### config.mk
export PLATFORM = sky130hd
export DESIGN_NAME = cook_timer
export DESIGN_NICKNAME = d
export VERILOG_FILES = /design/src/rtl/microwave_pkg.sv /design/src/rtl/bcd_time_dec.sv /design/src/rtl/cook_timer.sv
export SDC_FILE = /design/constraint.sdc
export NUM_CORES = 1
export LEC_CHECK = 0
export ABC_AREA = 1
export BUFFER_PORTS_ARGS = -buffer_cell sky130_fd_sc_hd__buf_2
export CORE_ASPECT_RATIO = 0.5
export CORE_MARGIN = 1
export CORE_UTILIZATION = 40
export CTS_BUF_LIST = sky130_fd_sc_hd__clkbuf_4 sky130_fd_sc_hd__clkbuf_8
export DETAILED_ROUTE_END_ITERATION = 8
export PLACE_DENSITY = 0.58
export SETUP_SLACK_MARGIN = 0.3
export SYNTH_ARGS = -nofsm -noshare
export SYNTH_HDL_FRONTEND = slang
export SYNTH_HIERARCHICAL = 1
export SYNTH_SLANG_ARGS = --single-unit
### constraint.sdc
create_clock -name clk -period 6.06 [get_ports clk]
set_clock_uncertainty 0.1 [all_clocks]
set_input_delay 0.909 -clock clk [delete_from_list [all_inputs] [get_ports clk]]
set_output_delay 0.909 -clock clk [all_outputs]
set_load 0.02 [all_outputs]
### src/rtl/microwave_pkg.sv
// Shared types for the microwave cook timer: FSM states, BCD digits, MM:SS time.
package microwave_pkg;

    typedef enum logic [1:0] {
        IDLE,
        RUNNING,
        PAUSED,
        DONE
    } state_t;

    typedef logic [3:0] bcd_t;

    typedef struct packed {
        bcd_t min_tens;
        bcd_t min_ones;
        bcd_t sec_tens;
        bcd_t sec_ones;
    } mmss_t;

    localparam mmss_t TIME_ZERO = '0;

    function automatic logic is_legal_digit(input bcd_t d);
        return d <= 4'd9;
    endfunction

endpackage

### src/rtl/bcd_time_dec.sv
// Combinational one-second decrement of a BCD MM:SS value with borrow, plus zero detects.
module bcd_time_dec
    import microwave_pkg::*;
(
    input  mmss_t cur,
    output mmss_t dec_time,
    output logic  cur_zero,
    output logic  dec_zero
);

    // Seconds are only borrowed from in BCD, so entered values above 59 count down naturally.
    always_comb begin
        dec_time = cur;
        if (cur.sec_ones != 4'd0) begin
            dec_time.sec_ones = cur.sec_ones - 4'd1;
        end else if (cur.sec_tens != 4'd0) begin
            dec_time.sec_tens = cur.sec_tens - 4'd1;
            dec_time.sec_ones = 4'd9;
        end else if ((cur.min_ones != 4'd0) || (cur.min_tens != 4'd0)) begin
            dec_time.sec_tens = 4'd5;
            dec_time.sec_ones = 4'd9;
            if (cur.min_ones != 4'd0) begin
                dec_time.min_ones = cur.min_ones - 4'd1;
            end else begin
                dec_time.min_ones = 4'd9;
                dec_time.min_tens = cur.min_tens - 4'd1;
            end
        end
    end

    assign cur_zero = (cur == TIME_ZERO);
    assign dec_zero = (dec_time == TIME_ZERO);

endmodule

### src/rtl/cook_timer.sv
// Microwave countdown timer: BCD keypad entry, per-second countdown, magnetron enable, done flag.
// Optional completion beeper enabled by defining COOK_TIMER_BEEP_EN.
module cook_timer
    import microwave_pkg::*;
#(
    parameter int TICKS_PER_SEC = 50000000,
    parameter int BEEP_SECS     = 3
) (
    input  logic       clk,
    input  logic       rst,
    input  logic       S,
    input  logic       R,
    input  logic       clear,
    input  logic       digit_valid,
    input  logic [3:0] digit,
    output logic [3:0] min_tens,
    output logic [3:0] min_ones,
    output logic [3:0] sec_tens,
    output logic [3:0] sec_ones,
    output logic       mag_on,
    output logic       timer_done,
    output logic       beep
);

    localparam int PRE_W = $clog2(TICKS_PER_SEC);
    localparam logic [PRE_W-1:0] PRE_MAX = PRE_W'(TICKS_PER_SEC - 1);

    if (TICKS_PER_SEC < 2 || BEEP_SECS < 1) begin : g_bad_params
        $error("cook_timer: TICKS_PER_SEC must be >= 2 and BEEP_SECS >= 1");
    end

    state_t           state;
    mmss_t            cur_time;
    mmss_t            dec_time;
    mmss_t            shifted_time;
    mmss_t            loaded_time;
    logic [PRE_W-1:0] prescaler;
    logic             time_zero;
    logic             dec_zero;
    logic             tick;
    logic             digit_ok;

    bcd_time_dec u_dec (
        .cur      (cur_time),
        .dec_time (dec_time),
        .cur_zero (time_zero),
        .dec_zero (dec_zero)
    );

    assign tick         = (prescaler == PRE_MAX);
    assign digit_ok     = digit_valid && is_legal_digit(digit);
    assign shifted_time = {cur_time.min_ones, cur_time.sec_tens, cur_time.sec_ones, digit};
    assign loaded_time  = {12'h000, digit};

    assign min_tens = cur_time.min_tens;
    assign min_ones = cur_time.min_ones;
    assign sec_tens = cur_time.sec_tens;
    assign sec_ones = cur_time.sec_ones;

    // Pause keeps the prescaler, so a resumed run finishes the partial second it was in.
    always_ff @(posedge clk or posedge rst) begin
        if (rst) begin
            state      <= IDLE;
            cur_time   <= TIME_ZERO;
            prescaler  <= '0;
            mag_on     <= 1'b0;
            timer_done <= 1'b0;
        end else if (clear) begin
            state      <= IDLE;
            cur_time   <= TIME_ZERO;
            prescaler  <= '0;
            mag_on     <= 1'b0;
            timer_done <= 1'b0;
        end else begin
            case (state)
                IDLE: begin
                    if (S && !R && !time_zero) begin
                        state     <= RUNNING;
                        prescaler <= '0;
                        mag_on    <= 1'b1;
                    end else if (digit_ok) begin
                        cur_time <= shifted_time;
                    end
                end
                RUNNING: begin
                    if (R) begin
                        state  <= PAUSED;
                        mag_on <= 1'b0;
                    end else if (tick) begin
                        prescaler <= '0;
                        cur_time  <= dec_time;
                        if (dec_zero) begin
                            state      <= DONE;
                            mag_on     <= 1'b0;
                            timer_done <= 1'b1;
                        end
                    end else begin
                        prescaler <= prescaler + 1'b1;
                    end
                end
                PAUSED: begin
                    if (S && !R) begin
                        state  <= RUNNING;
                        mag_on <= 1'b1;
                    end
                end
                DONE: begin
                    if (digit_ok) begin
                        state      <= IDLE;
                        cur_time   <= loaded_time;
                        prescaler  <= '0;
                        timer_done <= 1'b0;
                    end
`ifdef COOK_TIMER_BEEP_EN
                    else begin
                        prescaler <= tick ? '0 : prescaler + 1'b1;
                    end
`endif
                end
                default: state <= IDLE;
            endcase
        end
    end

`ifdef COOK_TIMER_BEEP_EN
    localparam int BEEP_W = (BEEP_SECS > 1) ? $clog2(BEEP_SECS) : 1;

    logic              done_entry;
    logic              beep_q;
    logic [BEEP_W-1:0] beep_secs_left;

    assign done_entry = (state == RUNNING) && !R && tick && dec_zero;

    // Beep length counts whole prescaler seconds; DONE entry restarts the prescaler at 0.
    always_ff @(posedge clk or posedge rst) begin
        if (rst) begin
            beep_q         <= 1'b0;
            beep_secs_left <= '0;
        end else if (clear) begin
            beep_q         <= 1'b0;
            beep_secs_left <= '0;
        end else if (done_entry) begin
            beep_q         <= 1'b1;
            beep_secs_left <= BEEP_W'(BEEP_SECS - 1);
        end else if (state != DONE || digit_ok) begin
            beep_q <= 1'b0;
        end else if (beep_q && tick) begin
            if (beep_secs_left == '0) begin
                beep_q <= 1'b0;
            end else begin
                beep_secs_left <= beep_secs_left - 1'b1;
            end
        end
    end

    assign beep = beep_q;
`else
    assign beep = 1'b0;
`endif

endmodule

; After elaboration in Yosys (flattened, before gate mapping)
; Cells that the tools add are included.
[word_totals]
register_bits = 46
input_bits = 10
[classes]
addsub = 5
n_lt_le_gt_ge = 1
eq_ne = 14
mux = 41
reduce_logical = 21
[ops]
columns = op, n
row1 = 26-bit 2-to-1 mux, 5
row2 = 16-bit 2-to-1 mux, 7
row3 = 26-bit case mux with 3 select lines, 1
row4 = 16-bit case mux with 3 select lines, 1
row5 = 16-bit zero test, 2
row6 = 26-bit by 1-bit adder with 26-bit output (second input constant), 1
row7 = 26-bit == test (second input constant), 1
row8 = 3-bit inequality test (second input constant), 8
row9 = 4-bit nonzero test, 6
row10 = 8-bit 2-to-1 mux, 2
row11 = 4-bit by 1-bit subtractor with 4-bit output (second input constant), 4
row12 = 5-bit AND reduction, 3
row13 = 2-bit 2-to-1 mux, 7
row14 = 12-bit 2-to-1 mux, 1
row15 = 4-bit 2-to-1 mux, 3
row16 = 1-bit 2-to-1 mux, 11
row17 = 4-bit inequality test (second input constant), 2
row18 = 2-bit case mux with 4 select lines, 1
row19 = 6-bit AND reduction, 1
row20 = 2-bit == test (second input constant), 2
row21 = 4-bit <= comparator (second input constant), 1
row22 = 4-bit AND reduction, 1
row23 = 1-bit logical AND, 3
row24 = 1-bit case mux with 3 select lines, 1
row25 = other kinds (6), 7

; Longest topological paths before layout
[depth]
ltp_word = 11
depth_mapped = 17
depth_no_buf = 17

; By module
; Netlist, hierarchy kept.
[by_module_without_submodules]
columns = module, instances, cells_per_inst, area_each_um2, seq_area_each_um2
row1 = cook_timer, 1, 438, 3017.9, 1151.1
row2 = bcd_time_dec, 1, 112, 550.5, 0.0

; Least setup slack after synthesis
; OpenSTA, ideal clock, no wires.
[synth_path]
path_type = register to register
startpoint = register cur_time (netlist bit sec_ones[0])
endpoint = register prescaler[20]
t_arrival_ns = 2.191
required_ns = 5.837
slack_ns = 3.646
path_stages_with_launch = 17
path_buffers = 2
cell_sequence = dfrtp_1 -> inv_1 -> ha_1 -> nand2_2 -> nor2_4 -> buf_6 -> nand2_2 -> inv_1 -> inv_1 -> nand3_1 -> nand2_2 -> nand2_1 -> nor2_4 -> buf_2 -> nand4_1 -> nand2_1 -> nor2_1
[synth_via]
elab_chain_len = 5
[synth_lines]
columns = element, line
row1 = start: declaration, cook_timer.sv:33  ; mmss_t cur_time;
row2 = start signal: assignment, cook_timer.sv:82  ; cur_time <= shifted_time;
row3 = start signal: assignment, cook_timer.sv:91  ; cur_time <= dec_time;
row4 = start signal: assignment, cook_timer.sv:110  ; cur_time <= loaded_time;
row5 = 16-bit zero test, bcd_time_dec.sv:31  ; assign cur_zero = (cur == TIME_ZERO);
row6 = named net time_zero, cook_timer.sv:38  ; logic time_zero;
row7 = 1-bit zero test, cook_timer.sv:77  ; if (S && !R && !time_zero) begin
row8 = 1-bit logical AND, cook_timer.sv:77
row9 = 3-bit inequality test (no line), --
row10 = 4-bit AND reduction (no line), --
row11 = end signal: assignment, cook_timer.sv:98  ; prescaler <= prescaler + 1'b1;
row12 = end: declaration, cook_timer.sv:37  ; logic [PRE_W-1:0] prescaler;
; The timed path passes the listed nets, and every way through them passes these cells.
; A chain may end at the register's enable or synchronous reset.

; Final worst setup path
[layout_path]
startpoint = register cur_time (netlist bit sec_ones[0])
endpoint = register prescaler[13]
; The elaborated chain is that of the path after synthesis.

==> impl_metrics.py <==
metrics = {
    "power_and_ir_drop": {
        "powerDensity_mw_per_mm2": 434,
        "peakVddDrop_mv": 0.274,
        "p_leak_nw": 1.93,
        "p_total_mw": 1.66,
    },
    "setup_path": {
        "reg2reg_depth": 14,
        "cp-start-kind": "flop",
        "path_max_fanout": 24,
        "critPathKind": "reg2reg",
        "worstPathRequired_ns": 6.16,
        "crit_arrival_ns": 3.09,
        "end_kind": "flop",
    },
    "route": {
        "vias": 3455,
        "dr.pass1.iters": 5,
        "via_per_inst": 5.07,
        "ant_nets": 0,
        "route.detailed.drc": 0,
        "routed_wl_um": 8800,
        "detail_route.iter0.violations": 340,
        "routedWlPerCell_um": 12.9,
    },
    "yosys": {
        "synth_warnings": 6,
        "syn-num-nets": 569,
        "synthMostInstantiatedCell": "nand2_1",
        "yosys_most_used_dff": "dfrtp_1",
        "postSynthCellCount": 550,
        "syn-cell-area_mm2": 0.00357,
        "synthArstFlopShare": 1.00,
        "synth_common_cells": "176 x nand2_1, 88 x nor2_1, 58 x inv_1",
        "synth-seq-cells": 46,
        "yosysTopAreaCell": "dfrtp_1",
        "syn_avg_cell_area_um2": 6.49,
        "synth.distinct_cells": 35,
        "synth.top_cell.area_share": 0.323,
        "synth_area_leaders": "dfrtp_1 32%, nand2_1 19%, nor2_1 9.3%",
        "ys_seq_area_frac": 0.323,
        "synth_enable_flop_cells": 0,
    },
    "floorplan": {
        "fp.dieW_um": 136,
        "coreArea_mm2": 0.00832,
        "fp.dieArea_mm2": 0.00933,
        "io_pins": 29,
        "start_util": 0.429,
        "rows": 23,
        "die-height_um": 68.8,
    },
    "sta": {
        "slew-limit-headroom": 0.331,
        "setup_viol": 0,
        "setup_tns_ns": 0,
        "slew_viol_final": 0,
        "max_freq_mhz": 334,
        "post-route-period-util": 0.494,
        "fin_crit_ns": 2.99,
        "rsz0062_at_grt": "false",
        "final-hold-violation-count": 0,
        "tightest_slew_ns": 1.00,
    },
    "grt": {
        "grt_max_degree": 47,
        "grt_pass1_wl_um": 15300,
        "overflow": 0,
        "grt_use_total": 0.212,
        "grt_pass1_vias": 3151,
        "antenna_found_initial": 0,
    },
    "clock_network": {
        "numCtsBuffers": 5,
        "htree_levels": 2,
        "clock_latency_ns": 0.31,
        "clkSlewWorstSetupHoldPaths_ns": 0.09,
        "ctsResizeCount": 0,
        "cts_buffer_depth": 2,
        "post_cts_buffers": 0,
        "cts_tree": "built",
        "cts_hold_buf": 0,
        "cts_sinks": 46,
        "root_buffer": "clkbuf_8",
    },
    "place": {
        "dp_hpwl_um": 6410,
        "gp_congestion": 0.889,
        "port_buffers": 27,
    },
    "layout": {
        "diodes": 0,
        "drive_gt1_frac": 0.111,
        "syn_to_final_growth_pct": 7.19,
        "nets": 588,
    },
    "run": {
        "cap_violations": 0,
    },
    "min_path": {
        "hold_path_class": "reg2reg",
        "worstHoldPathCells": 2,
    },
    "status": {
        "status": "complete, no violations",
    },
}
==> layout make-up <==
type / instances / area, um2
clock buffer: 7 / 83.8
fill: 888 / 4490
inverter: 64 / 240
multi-input combinational: 425 / 2070
sequential: 46 / 1150
tap: 112 / 140
timing repair buffer: 27 / 135
==> where the power goes <==
part,total (mW),switching [mW],internal [mW]
clock,0.197,0.108,0.0887
combinational,1.03,0.720,0.309
sequential,0.435,0.0763,0.359
total,1.66,0.904,0.757
==> per-stage QoR <==
stage / hold WS, ns / utilization / setup WS, ns / cell area (um2) / std cells
finish: 0.380 / 0.460 / 3.07 / 3820 / 681
global route: 0.403 / 0.460 / 2.79 / 3820 / 681
floorplan: 0.375 / - / 3.65 / 3570 / 550
global placement: 0.353 / 0.450 / 3.08 / 3740 / 674
CTS: 0.391 / 0.460 / 3.05 / 3820 / 681
detailed placement: 0.366 / 0.450 / 3.07 / 3740 / 674
==> flip-flops by register name, summed over array words and instances (netlist names) <==
register	count
sec_ones	4
min_ones	4
state	2
sec_tens	4
mag_on	1
prescaler	26
min_tens	4
timer_done	1
==> routing by layer <==
| metal | GRT usage | vias up | wire length [um] |
|---|---|---|---|
| met5 | 0 | - | 0 |
| met1 | 0.290 | 1557 | 4450 |
| met4 | 0.0520 | 0 | 80 |
| li1 | - | 1811 | - |
| met2 | 0.342 | 78 | 3800 |
| met3 | 0.0461 | 9 | 457 |
==> kinds of logic after synthesis <==
group,after synthesis,synth area share
flip-flops,46,0.323
AND/OR/NAND/NOR,369,0.453
XOR/XNOR,4,0.00982
adder cells (fa/ha/maj),9,0.0316
AO/OA/AOI/OAI,42,0.0863
buffers and inverters,79,0.0961
other,1,0.00105
==> worst paths after layout <==
check	from	endpoint	slack, ns
max in group asynchronous	rst	prescaler[25]$_DFFE_PP0P_	4.52
setup reg to reg	sec_ones[0]$_DFFE_PP0P_	prescaler[13]$_DFFE_PP0P_	3.07
hold / removal	mag_on$_DFFE_PP0P_	mag_on$_DFFE_PP0P_	0.38
hold reg to reg	mag_on$_DFFE_PP0P_	mag_on$_DFFE_PP0P_	0.38
setup / recovery	sec_ones[0]$_DFFE_PP0P_	prescaler[13]$_DFFE_PP0P_	3.07
min in group asynchronous	rst	sec_tens[1]$_DFFE_PP0P_	0.73
==> placed cells by master, fill, tap and decap left out, types with 2 or more instances in the layout <==
cell,netlist,final
nand2_2,5,5
clkbuf_8,0,5
a31oi_1,2,2
nand4_1,18,18
a21oi_1,5,5
inv_2,5,6
nand3_1,57,57
nor2_2,6,6
nor2_1,88,88
xor2_1,4,4
o21bai_1,6,6
clkbuf_4,0,2
inv_1,58,57
buf_2,4,27
nand2_1,176,176
nor2_4,4,4
o21ai_0,13,13
ha_1,9,9
dfrtp_1,46,46
nor3_1,5,5
a32o_1,12,12
nand3_2,5,5
==> critical path, cell delays in order (launching register included) <==
cell	delay (ns)
dfrtp_1	0.46
inv_1	0.10
ha_1	0.25
nand2_2	0.15
nor2_4	0.11
nand2_2	0.13
inv_1	0.05
inv_1	0.05
nand3_1	0.12
nand2_2	0.15
nand2_1	0.10
nor2_4	0.45
nand2_2	0.31
inv_1	0.24
nor2_1	0.07
(Power assumes the default switching activity.)
